File: src/rtl/wb_master_ctrl.sv
`default_nettype none
// +----------------------------------------------------------------------------+
// | Module   : wb_master_ctrl                                                  |
// | Purpose  : Single-outstanding Wishbone B4 pipelined initiator. Takes one   |
// |            read/write command on a valid/ready port, runs one Wishbone     |
// |            cycle (with retry on rty and an optional timeout) and returns   |
// |            read data plus a 2-bit status on a valid/ready response port.   |
// | Ports    : clk_i, rst_n_i (sync, active-low)                               |
// |            cmd_valid_i/cmd_ready_o, cmd_we_i, cmd_adr_i, cmd_dat_i,        |
// |            cmd_sel_i                      - command channel                |
// |            rsp_valid_o/rsp_ready_i, rsp_dat_o, rsp_status_o                |
// |                                           - response channel               |
// |            wb_cyc_o, wb_stb_o, wb_we_o, wb_adr_o, wb_sel_o, wb_dat_o       |
// |            wb_dat_i, wb_ack_i, wb_err_i, wb_rty_i, wb_stall_i              |
// |                                           - Wishbone master side           |
// | Status   : 00 OK, 01 ERR, 10 RETRY_EXHAUSTED, 11 TIMEOUT                   |
// | Config   : define WB_MASTER_TIMEOUT_EN to build the per-attempt timeout    |
// |            counter (TIMEOUT_CYCLES); otherwise the master waits forever.   |
// | Revision : 1.0 - initial release                                           |
// +----------------------------------------------------------------------------+
module wb_master_ctrl #(
  parameter int ADDR_WIDTH     = 32,
  parameter int RETRY_MAX      = 3,
  parameter int TIMEOUT_CYCLES = 255
) (
  input  logic                  clk_i,
  input  logic                  rst_n_i,
  input  logic                  cmd_valid_i,
  output logic                  cmd_ready_o,
  input  logic                  cmd_we_i,
  input  logic [ADDR_WIDTH-1:0] cmd_adr_i,
  input  logic [31:0]           cmd_dat_i,
  input  logic [3:0]            cmd_sel_i,
  output logic                  rsp_valid_o,
  input  logic                  rsp_ready_i,
  output logic [31:0]           rsp_dat_o,
  output logic [1:0]            rsp_status_o,
  output logic                  wb_cyc_o,
  output logic                  wb_stb_o,
  output logic                  wb_we_o,
  output logic [ADDR_WIDTH-1:0] wb_adr_o,
  output logic [3:0]            wb_sel_o,
  output logic [31:0]           wb_dat_o,
  input  logic [31:0]           wb_dat_i,
  input  logic                  wb_ack_i,
  input  logic                  wb_err_i,
  input  logic                  wb_rty_i,
  input  logic                  wb_stall_i
);

  // A zero RETRY_MAX still needs a 1-bit counter so the compare stays legal.
  localparam int                 c_rty_w   = (RETRY_MAX > 0) ? $clog2(RETRY_MAX + 1) : 1;
  localparam logic [c_rty_w-1:0] c_rty_max = c_rty_w'(RETRY_MAX);

  localparam logic [1:0] c_st_ok  = 2'b00;
  localparam logic [1:0] c_st_err = 2'b01;
  localparam logic [1:0] c_st_rty = 2'b10;
  localparam logic [1:0] c_st_tmo = 2'b11;

  typedef enum logic [1:0] {
    S_IDLE = 2'd0,
    S_REQ  = 2'd1,
    S_WAIT = 2'd2,
    S_RSP  = 2'd3
  } state_t;

  state_t                r_state,      w_state_nxt;
  logic                  r_cyc,        w_cyc_nxt;
  logic                  r_stb,        w_stb_nxt;
  logic                  r_we,         w_we_nxt;
  logic [ADDR_WIDTH-1:0] r_adr,        w_adr_nxt;
  logic [3:0]            r_sel,        w_sel_nxt;
  logic [31:0]           r_dat,        w_dat_nxt;
  logic                  r_rsp_valid,  w_rsp_valid_nxt;
  logic [31:0]           r_rsp_dat,    w_rsp_dat_nxt;
  logic [1:0]            r_rsp_status, w_rsp_status_nxt;
  logic [c_rty_w-1:0]    r_rty_cnt,    w_rty_cnt_nxt;

  logic       w_fin;         // attempt ends this cycle, go to RSP
  logic [1:0] w_fin_status;
  logic       w_tmo_clr;     // a new attempt starts next cycle
  logic       w_tmo_hit;     // current cycle is the last one allowed

  // --------------------------------------------------------------------------
  // Optional per-attempt timeout counter
  // --------------------------------------------------------------------------
`ifdef WB_MASTER_TIMEOUT_EN
  localparam int                 c_tmo_w    = $clog2(TIMEOUT_CYCLES + 1);
  localparam logic [c_tmo_w-1:0] c_tmo_last = c_tmo_w'(TIMEOUT_CYCLES - 1);

  logic [c_tmo_w-1:0] r_tmo_cnt;

  // Counter holds the number of cycles already spent in this attempt, so
  // the TIMEOUT_CYCLES-th cycle with cyc high is the one where it equals N-1.
  assign w_tmo_hit = (r_tmo_cnt == c_tmo_last);

  always_ff @(posedge clk_i) begin
    if (!rst_n_i || w_tmo_clr) begin
      r_tmo_cnt <= '0;
    end else if (r_state == S_REQ || r_state == S_WAIT) begin
      r_tmo_cnt <= r_tmo_cnt + 1'b1;
    end
  end
`else
  localparam int c_unused_tmo = TIMEOUT_CYCLES;
  logic          w_unused_tmo_clr;

  assign w_unused_tmo_clr = w_tmo_clr;
  assign w_tmo_hit        = 1'b0;
`endif

  // --------------------------------------------------------------------------
  // Next-state and next-output decode
  // --------------------------------------------------------------------------
  always_comb begin
    w_state_nxt      = r_state;
    w_cyc_nxt        = r_cyc;
    w_stb_nxt        = r_stb;
    w_we_nxt         = r_we;
    w_adr_nxt        = r_adr;
    w_sel_nxt        = r_sel;
    w_dat_nxt        = r_dat;
    w_rsp_valid_nxt  = r_rsp_valid;
    w_rsp_dat_nxt    = r_rsp_dat;
    w_rsp_status_nxt = r_rsp_status;
    w_rty_cnt_nxt    = r_rty_cnt;
    w_tmo_clr        = 1'b0;
    w_fin            = 1'b0;
    w_fin_status     = c_st_ok;

    unique case (r_state)
      S_IDLE: begin
        if (cmd_valid_i) begin
          w_we_nxt      = cmd_we_i;
          w_adr_nxt     = cmd_adr_i;
          w_dat_nxt     = cmd_dat_i;
          w_sel_nxt     = cmd_sel_i;
          w_rty_cnt_nxt = '0;
          w_cyc_nxt     = 1'b1;
          w_stb_nxt     = 1'b1;
          w_tmo_clr     = 1'b1;
          w_state_nxt   = S_REQ;
        end
      end

      S_REQ, S_WAIT: begin
        // While the strobe is stalled the slave has not taken the request,
        // so its response lines carry nothing for us yet.
        if (r_state == S_WAIT || !wb_stall_i) begin
          if (wb_err_i) begin
            w_fin        = 1'b1;
            w_fin_status = c_st_err;
          end else if (wb_rty_i) begin
            if (r_rty_cnt < c_rty_max) begin
              // Keep cyc asserted and re-strobe the same request.
              w_rty_cnt_nxt = r_rty_cnt + 1'b1;
              w_stb_nxt     = 1'b1;
              w_tmo_clr     = 1'b1;
              w_state_nxt   = S_REQ;
            end else begin
              w_fin        = 1'b1;
              w_fin_status = c_st_rty;
            end
          end else if (wb_ack_i) begin
            w_fin        = 1'b1;
            w_fin_status = c_st_ok;
          end else if (r_state == S_REQ) begin
            w_stb_nxt   = 1'b0;
            w_state_nxt = S_WAIT;
          end
        end

        // A termination (including a retry) on the expiry cycle wins.
        if (w_tmo_hit && !w_fin && !w_tmo_clr) begin
          w_fin        = 1'b1;
          w_fin_status = c_st_tmo;
        end

        if (w_fin) begin
          w_cyc_nxt        = 1'b0;
          w_stb_nxt        = 1'b0;
          w_rsp_valid_nxt  = 1'b1;
          w_rsp_status_nxt = w_fin_status;
          w_rsp_dat_nxt    = (w_fin_status == c_st_ok && !r_we) ? wb_dat_i : 32'h0;
          w_state_nxt      = S_RSP;
        end
      end

      S_RSP: begin
        if (rsp_ready_i) begin
          w_rsp_valid_nxt = 1'b0;
          w_state_nxt     = S_IDLE;
        end
      end

      default: begin
        w_state_nxt = S_IDLE;
      end
    endcase
  end

  // --------------------------------------------------------------------------
  // State and output registers
  // --------------------------------------------------------------------------
  always_ff @(posedge clk_i) begin
    if (!rst_n_i) begin
      r_state      <= S_IDLE;
      r_cyc        <= 1'b0;
      r_stb        <= 1'b0;
      r_we         <= 1'b0;
      r_adr        <= '0;
      r_sel        <= 4'h0;
      r_dat        <= 32'h0;
      r_rsp_valid  <= 1'b0;
      r_rsp_dat    <= 32'h0;
      r_rsp_status <= 2'b00;
      r_rty_cnt    <= '0;
    end else begin
      r_state      <= w_state_nxt;
      r_cyc        <= w_cyc_nxt;
      r_stb        <= w_stb_nxt;
      r_we         <= w_we_nxt;
      r_adr        <= w_adr_nxt;
      r_sel        <= w_sel_nxt;
      r_dat        <= w_dat_nxt;
      r_rsp_valid  <= w_rsp_valid_nxt;
      r_rsp_dat    <= w_rsp_dat_nxt;
      r_rsp_status <= w_rsp_status_nxt;
      r_rty_cnt    <= w_rty_cnt_nxt;
    end
  end

  // Ready is decoded straight from the state so a command can be taken the
  // cycle after a response handshake; held low while reset is asserted.
  assign cmd_ready_o  = rst_n_i && (r_state == S_IDLE);

  assign wb_cyc_o     = r_cyc;
  assign wb_stb_o     = r_stb;
  assign wb_we_o      = r_we;
  assign wb_adr_o     = r_adr;
  assign wb_sel_o     = r_sel;
  assign wb_dat_o     = r_dat;
  assign rsp_valid_o  = r_rsp_valid;
  assign rsp_dat_o    = r_rsp_dat;
  assign rsp_status_o = r_rsp_status;

endmodule
`default_nettype wire

File: config.mk
export PLATFORM = sky130hd
export DESIGN_NAME = wb_master_ctrl
export DESIGN_NICKNAME = d
export VERILOG_FILES = /design/src/rtl/wb_master_ctrl.sv
export SDC_FILE = /design/constraint.sdc
export NUM_CORES = 1
export LEC_CHECK = 0
export ABC_AREA = 1
export BUFFER_PORTS_ARGS = -buffer_cell sky130_fd_sc_hd__clkbuf_2
export CAP_MARGIN = 20
export CORE_AREA = 2 2 97 99
export CTS_CLUSTER_DIAMETER = 40
export DETAILED_ROUTE_END_ITERATION = 8
export DIE_AREA = 0 0 99 101
export PLACE_DENSITY = 0.83
export SLEW_MARGIN = 10
export SYNTH_ARGS = -nofsm -noshare
export SYNTH_HDL_FRONTEND = slang
export SYNTH_SLANG_ARGS = --single-unit
File: constraint.sdc
create_clock -name clk_i -period 3.33 [get_ports clk_i]
set_input_delay 0.333 -clock clk_i [delete_from_list [all_inputs] [get_ports clk_i]]
set_output_delay 0.333 -clock clk_i [all_outputs]
set_load 0.005 [all_outputs]
# ---- Word-level counts from Yosys, hierarchy flattened
# Index checks and enable logic that the tools add are counted.
dict set report totals {
  ff_bits 110
  output_inout_bits 107
  word_cells 87
}
dict set report op_classes {
  add_sub_neg 1
  n_lt_le_gt_ge 1
  eq_ne 15
  mux 42
  n_reduce_logical 17
}
# operator count
set ops {}
lappend ops {{$mux 2} 19}
lappend ops {{$mux 32} 1}
lappend ops {{$mux 1} 17}
lappend ops {{$ne 2x2->1 const B} 7}
lappend ops {{$reduce_and 7->1} 2}
lappend ops {{$ne 4x4->1 const B} 3}
lappend ops {{$ne 3x3->1 const B} 2}
lappend ops {{$pmux 1 s2} 3}
lappend ops {{$pmux 2 s3} 1}
lappend ops {{$reduce_and 3->1} 2}
lappend ops {{$reduce_and 6->1} 1}
lappend ops {{$eq 2x2->1 const B} 2}
lappend ops {{$logic_not 2->1} 2}
lappend ops {{$pmux 2 s2} 1}
lappend ops {{$reduce_and 2->1} 2}
lappend ops {{$reduce_bool 2->1} 2}
lappend ops {{$add 2x1->2 const B} 1}
lappend ops {{$eq 2x1->1 const B} 1}
lappend ops {{$logic_and 1x1->1} 2}
lappend ops {{$logic_not 1->1} 2}
lappend ops {{$lt 2x2->1 const B} 1}
lappend ops {{$reduce_or 2->1} 1}
lappend ops {{$logic_or 1x1->1} 1}

# ---- Depth between registers and ports, before layout
dict set report depth {
  ltp_word 9
  depth_mapped 11
  ltp_nobuf 10
}

# ---- Worst setup path before layout
# OpenSTA, ideal clock, no wires.
dict set report synth_timing {
  kind {register to register}
  start {reg r_state[0]}
  end {reg r_state[0]}
  t_arrival_ns 1.482
  t_required_ns 3.217
  path_slack_ns 1.735
  path_stages_with_launch 11
  period_less_slack_ns 1.595
  cell_sequence {dfxtp_1 inv_1 ha_1 buf_2 inv_1 nor2_1 nand3_1 nand3_1 nand2_1 nand2_1 nor2_1}
}
dict set report synth_between {
  elab_chain_cells 6
  word_cells_on_any_way 18
  classes_between {10 x eq/ne; 4 x mux; 4 x reduce/logical}
}
# element line_no
set synth_rtl {}
lappend synth_rtl {{start: declaration} 67} ;# state_t r_state, w_state_nxt;
lappend synth_rtl {{start signal: assignment} 219} ;# r_state <= w_state_nxt;
lappend synth_rtl {{$eq 2x2->1} {131, 149}}
lappend synth_rtl {{$logic_or 1x1->1} 149} ;# if (r_state == S_WAIT || !wb_stall_i) begin
lappend synth_rtl {{$mux 1} 149}
lappend synth_rtl {{$mux 1} 131} ;# unique case (r_state)
lappend synth_rtl {{$ne 4x4->1 (no source line), or another cell as far along} --}
lappend synth_rtl {{$reduce_and 7->1 (no source line) or $pmux 2 s3 (tied branches)} --}
# Several ways; a longest one is shown, not always the timed one. The select of a mux whose other input is x is not followed.
# A chain may end at the register's enable or synchronous reset.

# ---- Worst setup path in the final report
dict set report layout_timing {
  start {reg r_state[0]}
  end {reg r_rsp_dat[8], in the netlist rsp_dat_o[8]}
}
dict set report layout_between {
  elab_chain_cells 7
  word_cells_on_any_way 12
  classes_between {2 x eq/ne; 5 x mux; 5 x reduce/logical}
}
# element line_no
set layout_rtl {}
lappend layout_rtl {{$eq 2x2->1} {131, 149}}
lappend layout_rtl {{$logic_or 1x1->1} 149}
lappend layout_rtl {{$mux 2} 149}
lappend layout_rtl {{$mux 2} 131}
lappend layout_rtl {{$logic_not 2->1} 184} ;# w_rsp_dat_nxt = (w_fin_status == c_st_ok && !r_we) ? wb_dat_i : 32'h0;
lappend layout_rtl {{$logic_and 1x1->1} 184}
lappend layout_rtl {{$mux 32} 184}
lappend layout_rtl {{end signal: assignment} 227} ;# r_rsp_dat <= w_rsp_dat_nxt;
lappend layout_rtl {{end: declaration} 75} ;# logic [31:0] r_rsp_dat, w_rsp_dat_nxt;
# Several ways; a longest one is shown, not always the timed one. The select of a mux whose other input is x is not followed.

==> reports/results.txt <==
status: finished clean
Hold Buf Count CTS: 0
CTS max path bufs: 2
fmax: 0.429 GHz
Required @ worst endpoint: 3560 ps
row cnt: 35
DIE HEIGHT: 101 um
crit-path max FO: 68
Crit. End Element: register
Synth Area per Inst: 7.50 um^2
routed len/inst: 12.8 um
core region area: 8980 um^2
Routed Antenna Nets: 0
DRC errors left: 0
CP Launch Point: r_state[0]$_SDFFE_PN0P_
Die X: 99 um
1st-iter DRT viols: 67
total power: 0.00433 W
Worst EP arrival: 2560 ps
fin crit share: 70.0%
first-pass GRT wire length: 17900 um
Root Buffer: clkbuf_8
Skew-Pair Late Insertion Delay: 360 ps
initial core utilization: 47.3%
WL final: 11200 um
vias per cell: 4.94
die area: 10000 um^2
Setup WS pre-CTS: 930 ps
yosys warns: 0
post-cts resize count: 0
MaxCap Viol Count: 0
Util after Layout: 61.3%
Nets: 874
setup ws final: 999 ps
Yosys cell types: 24
vias in the first global route: 3891
CTS tree: done
final setup violation count: 0
clk_skew: 17.2 ps
post-synthesis instance total: 566
CP startpoint kind: register
pwr dens: 786 nW/um^2
worst rel slew slack: 36.2%
synthesized flop and latch total: 110
FILL cells: 828
htree depth: 3
1st-pass router iterations: 4
initial antenna violation count: 0
Post-CTS Setup Repair Bufs: 0
Final TNS setup: 0 ps
Final Hold Vio Count: 0
Area growth, synth to finish: 29.7%
r2r startpoint: r_state[0]$_SDFFE_PN0P_
post-route minimum period: 2330 ps
Syn Std Cell Area: 4240 um^2
All-Layer GR Usage: 21.6%
RSZ-0062 raised after global routing: false
Worst-path clk slew: 110 ps
Worst-Margin Slew: 951 ps
dpl hpwl: 8100 um
num ports: 216
hold_sp: cmd_adr_i[29]
CTS Buf Count: 9
IO buf count: 215
Hold Worst Slack: 207 ps
Clock Sinks: 110
peak supply drop: 0.000434 V
diode count: 0
Net Count, Synth: 682
routability cong.: 0.880
GRT overflow: 0
Worst Hold Class: in2reg
Vias: 4307
largest net degree at the start of global routing: 70
kind of critical path: reg2reg
layout cells sized above 1: 31.9%
Max Slew Vio Count: 0
Leakage Power: 2.73 nW
Seq/Total Area, Yosys: 51.9%
==> report_power, final <==
part / internal (W) / leakage, nW / switching (W)
combinational: 0.000694 / 1.74 / 0.000978
clock: 0.000277 / 0.0876 / 0.000448
sequential: 0.00172 / 0.907 / 0.000217
total: 0.00269 / 2.73 / 0.00164
==> path summary, 6_finish.rpt <==
check	slack [ps]	to	cells past startpoint
worst max-delay path	1000	rsp_dat_o[8]$_SDFFE_PN0P_	7
worst max register to register	1000	rsp_dat_o[8]$_SDFFE_PN0P_	7
worst min-delay path	210	wb_adr_o[29]$_SDFFE_PN0P_	3
worst min register to register	470	rsp_valid_o$_SDFFE_PN0P_	2
==> layout make-up <==
| type | instances | area (um^2) | area share [%] |
|---|---|---|---|
| flip-flops and latches | 110 | 2200 | 40.0 |
| repair buffers | 220 | 1130 | 20.6 |
| multi-input cells | 399 | 1790 | 32.6 |
| inverters | 18 | 67.6 | 1.23 |
| well taps | 111 | 139 | 2.52 |
| clock inverters | 5 | 46.3 | 0.841 |
| clock buffers | 9 | 124 | 2.25 |
==> Yosys cell counts <==
library cell  count  area (um^2)
nand2_2           1         6.26
clkinv_1          2         7.51
dfxtp_1         110         2200
a21oi_1           6         30.0
buf_2            11         55.1
o21ai_1          14         70.1
clkbuf_1         24         90.1
o211a_1           1         10.0
a21oi_2           1         8.76
clkbuf_2          1         5.00
or2_2             1         6.26
nand4_1           2         12.5
a22oi_1           1         7.51
nand3_2           2         20.0
buf_6             3         33.8
o31ai_1           1         7.51
nor2_1          181          679
inv_1            14         52.6
nand3_1          41          205
o21ai_0          90          450
ha_1              7         87.6
inv_2             2         7.51
nand2_1          49          184
nor3_1            1         5.00
==> critical path, stage by stage, from the launching register on <==
cell     delay, ps
dfxtp_1        410
inv_1          110
ha_1           460
nand3_2        150
inv_2          700
nand2_1        130
o21ai_0        140
nor2_1          70
==> per-stage QoR <==
stage | cells | instance area, um^2
after detailed placement | 856 | 5300
after global routing | 872 | 5510
after floorplan | 566 | 4240
final | 872 | 5510
after global placement | 856 | 5300
after CTS | 870 | 5470
==> layer usage <==
metal	vias to the layer above	GRT usage (%)	part of all wire (%)
met5	-	0	0
met4	0	7.69	2.2
li1	2207	-	-
met1	1899	26.2	42
met2	179	36.8	46
met3	22	5.96	8.9
==> placed cells by master, fill, tap and decap left out, types with 6 or more instances in the layout <==
cell type	count
o21ai_0	90
nand3_1	41
nand2_1	48
dfxtp_1	110
ha_1	7
a21oi_1	6
clkbuf_2	215
clkbuf_8	9
nor2_1	181
inv_1	14
o21ai_1	14
==> sequential cells by signal (all words and copies together) (netlist names), 2 cells and up <==
signal / count
rsp_dat_o: 32
wb_dat_o: 32
r_rty_cnt: 2
rsp_status_o: 2
r_state: 2
wb_sel_o: 4
wb_adr_o: 32
==> cells by family (layout without fill, tap and decap cells) <==
group	after synthesis	count (layout)	share of synthesized area, %
AND/OR/NAND/NOR	278	278	26.4
adder cells (fa/ha/maj)	7	7	2.06
AO/OA/AOI/OAI	114	114	13.8
flip-flops	110	110	51.9
buffers and inverters	57	252	5.93
Power figures use the tool's default switching activity.
